File: config.mk
export PLATFORM = sky130hd
export DESIGN_NAME = multi_debouncer
export DESIGN_NICKNAME = d
export VERILOG_FILES = /design/src/rtl/debounce_pkg.sv /design/src/rtl/debounce_channel.sv /design/src/rtl/multi_debouncer.sv
export SDC_FILE = /design/constraint.sdc
export NUM_CORES = 1
export LEC_CHECK = 0
export CAP_MARGIN = 40
export CORE_MARGIN = 3
export CORE_UTILIZATION = 60
export CTS_BUF_LIST = sky130_fd_sc_hd__clkbuf_16
export DETAILED_ROUTE_END_ITERATION = 7
export DONT_BUFFER_PORTS = 1
export PLACE_DENSITY = 0.73
export SYNTH_ARGS = -nofsm -noshare
export SYNTH_HDL_FRONTEND = slang
export SYNTH_SLANG_ARGS = --single-unit
export TNS_END_PERCENT = 5
File: constraint.sdc
create_clock -name clk -period 4.9 [get_ports clk]
set_input_delay 0.735 -clock clk [delete_from_list [all_inputs] [get_ports clk]]
set_output_delay 0.735 -clock clk [all_outputs]
set_load 0.02 [all_outputs]
File: src/rtl/debounce_pkg.sv
// Shared types and default constants for the multi-channel debouncer.
package debounce_pkg;
    typedef enum logic [1:0] {
        IDLE       = 2'b00,
        CHECK_HIGH = 2'b01,
        HIGH_STATE = 2'b10,
        CHECK_LOW  = 2'b11
    } state_e;

    localparam int DEF_CHANNELS    = 4;
    localparam int DEF_CNT_W       = 16;
    localparam int DEF_SYNC_STAGES = 2;
endpackage

File: src/rtl/debounce_channel.sv
// One debounce channel: synchroniser, four-state FSM with integrated counter, edge flags.
// Edge pulses are built only when MULTI_DEBOUNCER_EDGE_EN is defined.
import debounce_pkg::*;

module debounce_channel #(
    parameter int CNT_W       = DEF_CNT_W,
    parameter int SYNC_STAGES = DEF_SYNC_STAGES
) (
    input  logic             clk,
    input  logic             rst,
    input  logic             din,
    input  logic [CNT_W-1:0] debounce_limit,
    output logic             dout,
    output logic             rise_pulse,
    output logic             fall_pulse
);
    logic [SYNC_STAGES-1:0] sync_q;
    logic [CNT_W-1:0]       cnt_q, cnt_d, lim_m1;
    state_e                 state_q, state_d;
    logic                   s, done;

    assign s = sync_q[SYNC_STAGES-1];

    always_ff @(posedge clk) begin
        if (rst) begin
            sync_q  <= '0;
            state_q <= IDLE;
            cnt_q   <= '0;
        end else begin
            sync_q  <= {sync_q[SYNC_STAGES-2:0], din};
            state_q <= state_d;
            cnt_q   <= cnt_d;
        end
    end

    // A zero limit acts as one; the counter saturates at lim-1 so it cannot wrap.
    always_comb begin
        lim_m1  = (debounce_limit == '0) ? '0 : debounce_limit - CNT_W'(1);
        done    = (cnt_q >= lim_m1);
        state_d = state_q;
        cnt_d   = cnt_q;
        case (state_q)
            IDLE: if (s) begin
                state_d = CHECK_HIGH;
                cnt_d   = '0;
            end
            CHECK_HIGH: begin
                if (!s)        state_d = IDLE;
                else if (done) state_d = HIGH_STATE;
                else           cnt_d   = cnt_q + CNT_W'(1);
            end
            HIGH_STATE: if (!s) begin
                state_d = CHECK_LOW;
                cnt_d   = '0;
            end
            CHECK_LOW: begin
                if (s)         state_d = HIGH_STATE;
                else if (done) state_d = IDLE;
                else           cnt_d   = cnt_q + CNT_W'(1);
            end
            default: state_d = IDLE;
        endcase
    end

    // HIGH_STATE and CHECK_LOW both carry the MSB set.
    assign dout = state_q[1];

`ifdef MULTI_DEBOUNCER_EDGE_EN
    logic rise_q, fall_q;

    always_ff @(posedge clk) begin
        if (rst) begin
            rise_q <= 1'b0;
            fall_q <= 1'b0;
        end else begin
            rise_q <= (state_q == CHECK_HIGH) && (state_d == HIGH_STATE);
            fall_q <= (state_q == CHECK_LOW)  && (state_d == IDLE);
        end
    end

    assign rise_pulse = rise_q;
    assign fall_pulse = fall_q;
`else
    assign rise_pulse = 1'b0;
    assign fall_pulse = 1'b0;
`endif
endmodule

File: src/rtl/multi_debouncer.sv
// Multi-channel debouncer top: CHANNELS independent channels sharing one debounce interval.
// Optional edge pulses controlled by MULTI_DEBOUNCER_EDGE_EN.
import debounce_pkg::*;

module multi_debouncer #(
    parameter int CHANNELS    = DEF_CHANNELS,
    parameter int CNT_W       = DEF_CNT_W,
    parameter int SYNC_STAGES = DEF_SYNC_STAGES
) (
    input  logic                clk,
    input  logic                rst,
    input  logic [CHANNELS-1:0] din,
    input  logic [CNT_W-1:0]    debounce_limit,
    output logic [CHANNELS-1:0] dout,
    output logic [CHANNELS-1:0] rise_pulse,
    output logic [CHANNELS-1:0] fall_pulse
);
    for (genvar i = 0; i < CHANNELS; i++) begin : g_ch
        debounce_channel #(
            .CNT_W      (CNT_W),
            .SYNC_STAGES(SYNC_STAGES)
        ) u_ch (
            .clk           (clk),
            .rst           (rst),
            .din           (din[i]),
            .debounce_limit(debounce_limit),
            .dout          (dout[i]),
            .rise_pulse    (rise_pulse[i]),
            .fall_pulse    (fall_pulse[i])
        );
    end
endmodule

**Word-level counts from Yosys, hierarchy flattened**

Index checks and enable logic that the tools add are counted.

- Register bits after elaboration: 80
- Logic and storage cells: 123
- Input port bits: 22
- Output and inout port bits: 12

- Equality and inequality tests: 36
- Reductions and logical operators: 13
- Add/subtract/negate cells: 5
- Mux-type cells: 53
- Magnitude comparators: 4

Operators by type and width:

| cell | count |
|---|---|
| $mux 16 | 21 |
| $pmux 16 s4 | 4 |
| $add 16x1->16 const B | 4 |
| $ge 16x16->1 | 4 |
| $mux 2 | 24 |
| $pmux 2 s4 | 4 |
| $reduce_and 4->1 | 8 |
| $eq 2x2->1 const B | 8 |
| $logic_not 16->1 | 1 |
| $ne 2x1->1 const B | 8 |
| $ne 2x2->1 const B | 8 |
| $sub 16x1->16 const B | 1 |
| $ne 3x1->1 const B | 4 |
| $ne 3x3->1 const B | 4 |
| $eq 2x1->1 const B | 4 |
| $logic_not 2->1 | 4 |

**Longest topological paths before layout**

- Word-level depth: 6
- Depth in mapped cells: 15
- Gate-level depth less buffers: 14

**By module**

A second synthesis with hierarchy kept.

- Cell total of the unflattened synthesis: 870
- Area total of the unflattened synthesis: 6766.5 um2

By module, submodules not included:

| module | cells an instance | instances | area each (um2) | seq. area each (um2) |
|---|---|---|---|---|
| debounce_channel at g_ch[0].u_ch ... | 217 | 2 | 1699.1 | 400.4 |
| debounce_channel at g_ch[1].u_ch | 224 | 1 | 1695.4 | 400.4 |
| debounce_channel at g_ch[3].u_ch | 212 | 1 | 1672.9 | 400.4 |

**Worst setup path before layout**

Ideal clock, no wire load.

- Path kind: in2reg
- Start: in debounce_limit[5]
- End: reg g_ch[1].u_ch.cnt_q[4]
- Cell stages on the path: 15
- Path buffers: 1
- Arrival: 3.989 ns
- Library setup time: 0.116 ns
- Slack: 0.795 ns
- Required time: 4.784 ns
- Cell sequence: or4_1 nor3_1 nand2_1 nor3_1 xor2_1 nand2_1 ha_1 a21oi_1 o21ai_0 a2111oi_0 a31oi_1 buf_4 nor3b_1 a21oi_1 a31o_2

- Cells in the longest elaborated chain, start to end: 6
- Elaborated cells between the ends (all ways): 8
- Those cells by class: add/sub (1); order compare (1); mux (5); reduce/logical (1)

RTL lines:

| element | line | text |
|---|---|---|
| start, declared | multi_debouncer.sv:13 | `input logic [CNT_W-1:0] debounce_limit,` |
| $sub 16x1->16 / $logic_not 16->1 (equally long branches) | debounce_channel.sv:38 | `lim_m1 = (debounce_limit == '0) ? '0 : debounce_limit - CNT_W'(1);` |
| $mux 16 * | debounce_channel.sv:38 |  |
| $ge 16x16->1 * | debounce_channel.sv:39 | `done = (cnt_q >= lim_m1);` |
| $mux 16 * | -- |  |
| $mux 16 (on tied branches) | -- |  |
| $pmux 16 s4 * | -- |  |
| end signal, assigned | debounce_channel.sv:32 | `cnt_q <= cnt_d;` |
| end, declared | debounce_channel.sv:18 | `logic [CNT_W-1:0] cnt_q, cnt_d, lim_m1;` |

Mark *: on every way between the ends. The rest lies on a longest branch, timed or not. The select of a mux whose other input is x is not followed.
A chain may end at the register's enable or synchronous reset.

**Worst setup path after layout**

- Start: in debounce_limit[5]
- End: reg g_ch[1].u_ch.cnt_q[7]

Same word-level chain as after synthesis.

==> metrics.txt <==
most frequent cells in the layout dfxtp_1, nand2_1, nor2_1; Period minus WS final 4.30 ns; Peak VDD IR roughly 0.00018 V; gpl congestion 0.963; Slew @ Worst Pin 0.911 ns; worst skew pair latency 0.34 ns; first-pass GRT wire length 21100 um; Synth Register Bits 80; Post-Place Cell Area 5560 um2; Critical Path AT 4.52 ns; R2R depth 9; Port Buffers 0; CP max-delay cell or4_1; Min-Delay Endpoint g_ch[2].u_ch.sync_q[1]; Min-Delay Path Depth 1; Critical Path Sink Type flip-flop; Vias/cell 6.04; setup violators final 0; Ports 34; fin nets 761; asr flop ratio synth 0; largest net degree at the start of global routing 39; total number of yosys warnings 0; height of the die 102 um; Slowest Stage Delay on Critical Path approximately 0.55 ns; Vias approximately 4700; final instance area about 5900 um2; pre-CTS setup slack 0.299 ns; Peak Freq 232 MHz; Hold Fails Final Rpt 0; Max Cap Violations 0; Die X-Extent 102 um; clk root buf clkbuf_16; crit path launch type primary input; slew margin rel. 0.389; Post-CTS Setup Inserts 0; H-tree depth 3; Syn Area/Cell around 8.2 um2; register area share after synthesis 0.292; GRT overflow 0; Distinct cells, synth 62; GRT Resource Usage Total 0.256; Routed WL per cell 16.3 um; drt drc 0; area grow syn2layout 7.11%; Inserted Clock Buffers 9; Pwr per Cell Area 253 nW/um2; reg2reg end g_ch[1].u_ch.cnt_q[8]; die area 10300 um2; status finished clean; worst-path cell chain or4_1 > nor3_1 > nand2_1 > nor4_1 > xor2_1 > nand2_1 > ha_1 > and4_1 > o21ai_0 > or4_1 > a31oi_1 > buf_4 > nor4b_1 > xnor2_1 > nor2_1; min-delay src g_ch[2].u_ch.sync_q[0]; R2R Setup Slk 2.21 ns; Non-Filler Instances 782; CTS tree done; critical path class in2reg; number of flops mapped to enable cells by yosys 0; initial antenna violation count 0; clock sinks 80; final worst slack a little under 0.6 ns; CTS Hold Bufs 0; diode count 0; Synth Instances roughly 670; dpl cells approximately 770; setup TNS 0 ns; Core Box Area between 8000 and 9000 um2; Initial Util 0.623; maximum fanout along the worst path 8; worst hold path class reg2reg; worst clock skew 0.00989 ns; detailed-placement wirelength estimate 9440 um; CTS resizes 0; share of layout cells above drive strength 1 0.0727; FF-to-FF Start g_ch[1].u_ch.cnt_q[0]; initial drt markers between 200 and 250; vias in the first global route about 4500; Max Slew Vio Count 0; Period Utilization, post-route 0.878; ANT nets after route 0; RSZ-0062 raised after global routing no; First-pass DRT Iterations 4; Top FF cell, synth dfxtp_1; Routed WL around 13000 um; CTS max path bufs 2; synthesized area 5490 um2; Clock transition at path regs around 0.060 ns; row count 34; leakage power 2.35 nW; WP data required 5.12 ns; commonest non-fill, non-tap cell in the layout dfxtp_1
## report_power, final
part           leakage [nW]  switching, mW  total [mW]  internal, mW
Sequential            0.646        0.00357       0.658         0.654
Clock                 0.154          0.277       0.724         0.447
Combinational          1.55         0.0684       0.104        0.0352
## cell families after synthesis
logic type | Yosys count | synth area share
AOI/OAI and AO/OA | 125 | 0.142
xor gates and xnor gates | 51 | 0.0827
adders and majority gates | 70 | 0.160
buffers and inverters | 50 | 0.0438
DFF | 80 | 0.292
muxes | 8 | 0.0148
other | 1 | 0.000683
and+or+nand+nor | 286 | 0.265
## area by class of cell
cell class	instances	area, um2
Fill cell	729	2930
Timing Repair Buffer	10	75.1
Clock inverter	7	93.8
Multi-Input combinational cell	548	3670
Tap cell	108	135
Inverter	20	75.1
Sequential cell	80	1600
Clock buffer	9	225
## metal layers
layer | global-route usage | up-vias | part of all wire
li1 | - | 2376 | -
met1 | 0.320 | 2242 | 0.45
met2 | 0.439 | 92 | 0.48
met3 | 0.0434 | 16 | 0.050
met4 | 0.102 | 0 | 0.015
met5 | 0 | - | 0
## sequential cells by signal (all words and copies together), names as in the netlist, named ones only
register / count
g_ch.u_ch.cnt_q: 64
g_ch.u_ch.state_q: 4
g_ch.u_ch.sync_q: 8
## cell usage after synthesis (all sizes together) (3+ instances only)
cell     number  area, um2
or2           4       25.0
nand2        79        297
dfxtp        80       1600
o21a          3       22.5
or4           3       22.5
a31oi         6       43.8
a31o          5       43.8
o211ai        4       30.0
nor2b        12       75.1
clkbuf       13       48.8
or3           8       50.1
and3         14       87.6
o31ai         4       30.0
nor3b         4       30.0
nand4        17        113
o21ai        38        190
nand2b        5       31.3
nand4b        3       26.3
inv          20       75.1
mux2i         7       70.1
xnor2        35        307
and2          7       45.1
ha           70        876
a2111oi       3       32.5
nor4b         5       56.3
buf          17        116
a211oi       13       97.6
nor2         71        267
nor4         10       77.6
nand3b        3       22.5
nor3         14       70.1
a21oi        39        195
nand3        22        115
xor2         16        148
## worst max-delay path by stage
| stage | start | to | slack (ns) | depth (start not counted) |
|---|---|---|---|---|
| global route | debounce_limit[5] | g_ch[1].u_ch.cnt_q[15] | 0.29 | 15 |
| CTS | debounce_limit[5] | g_ch[1].u_ch.cnt_q[3] | 0.63 | 15 |
| global placement | debounce_limit[5] | g_ch[1].u_ch.cnt_q[3] | 0.35 | 15 |
| floorplan | debounce_limit[5] | g_ch[1].u_ch.cnt_q[4] | 0.80 | 15 |
| detailed placement | debounce_limit[5] | g_ch[1].u_ch.cnt_q[3] | 0.30 | 15 |
| finish | debounce_limit[5] | g_ch[1].u_ch.cnt_q[7] | 0.60 | 15 |
## worst max-delay path, delay by kind of cell
kind                     cells  cell delay (ns)
adder cells (fa/ha/maj)      1             0.38
buffers and inverters        1             0.25
AND/OR/NAND/NOR              9             2.31
XOR/XNOR                     2             0.36
AO/OA/AOI/OAI                2             0.48
## through the flow
stage                     power, mW  utilization  hold slack (ns)
after detailed placement      0.774        0.632            0.424
after floorplan               0.755            -            0.414
after global routing           1.54        0.668            0.449
after CTS                      1.50        0.668            0.439
after global placement        0.770        0.632            0.415
final                          1.49        0.668            0.437
(Power assumes the default switching activity.)
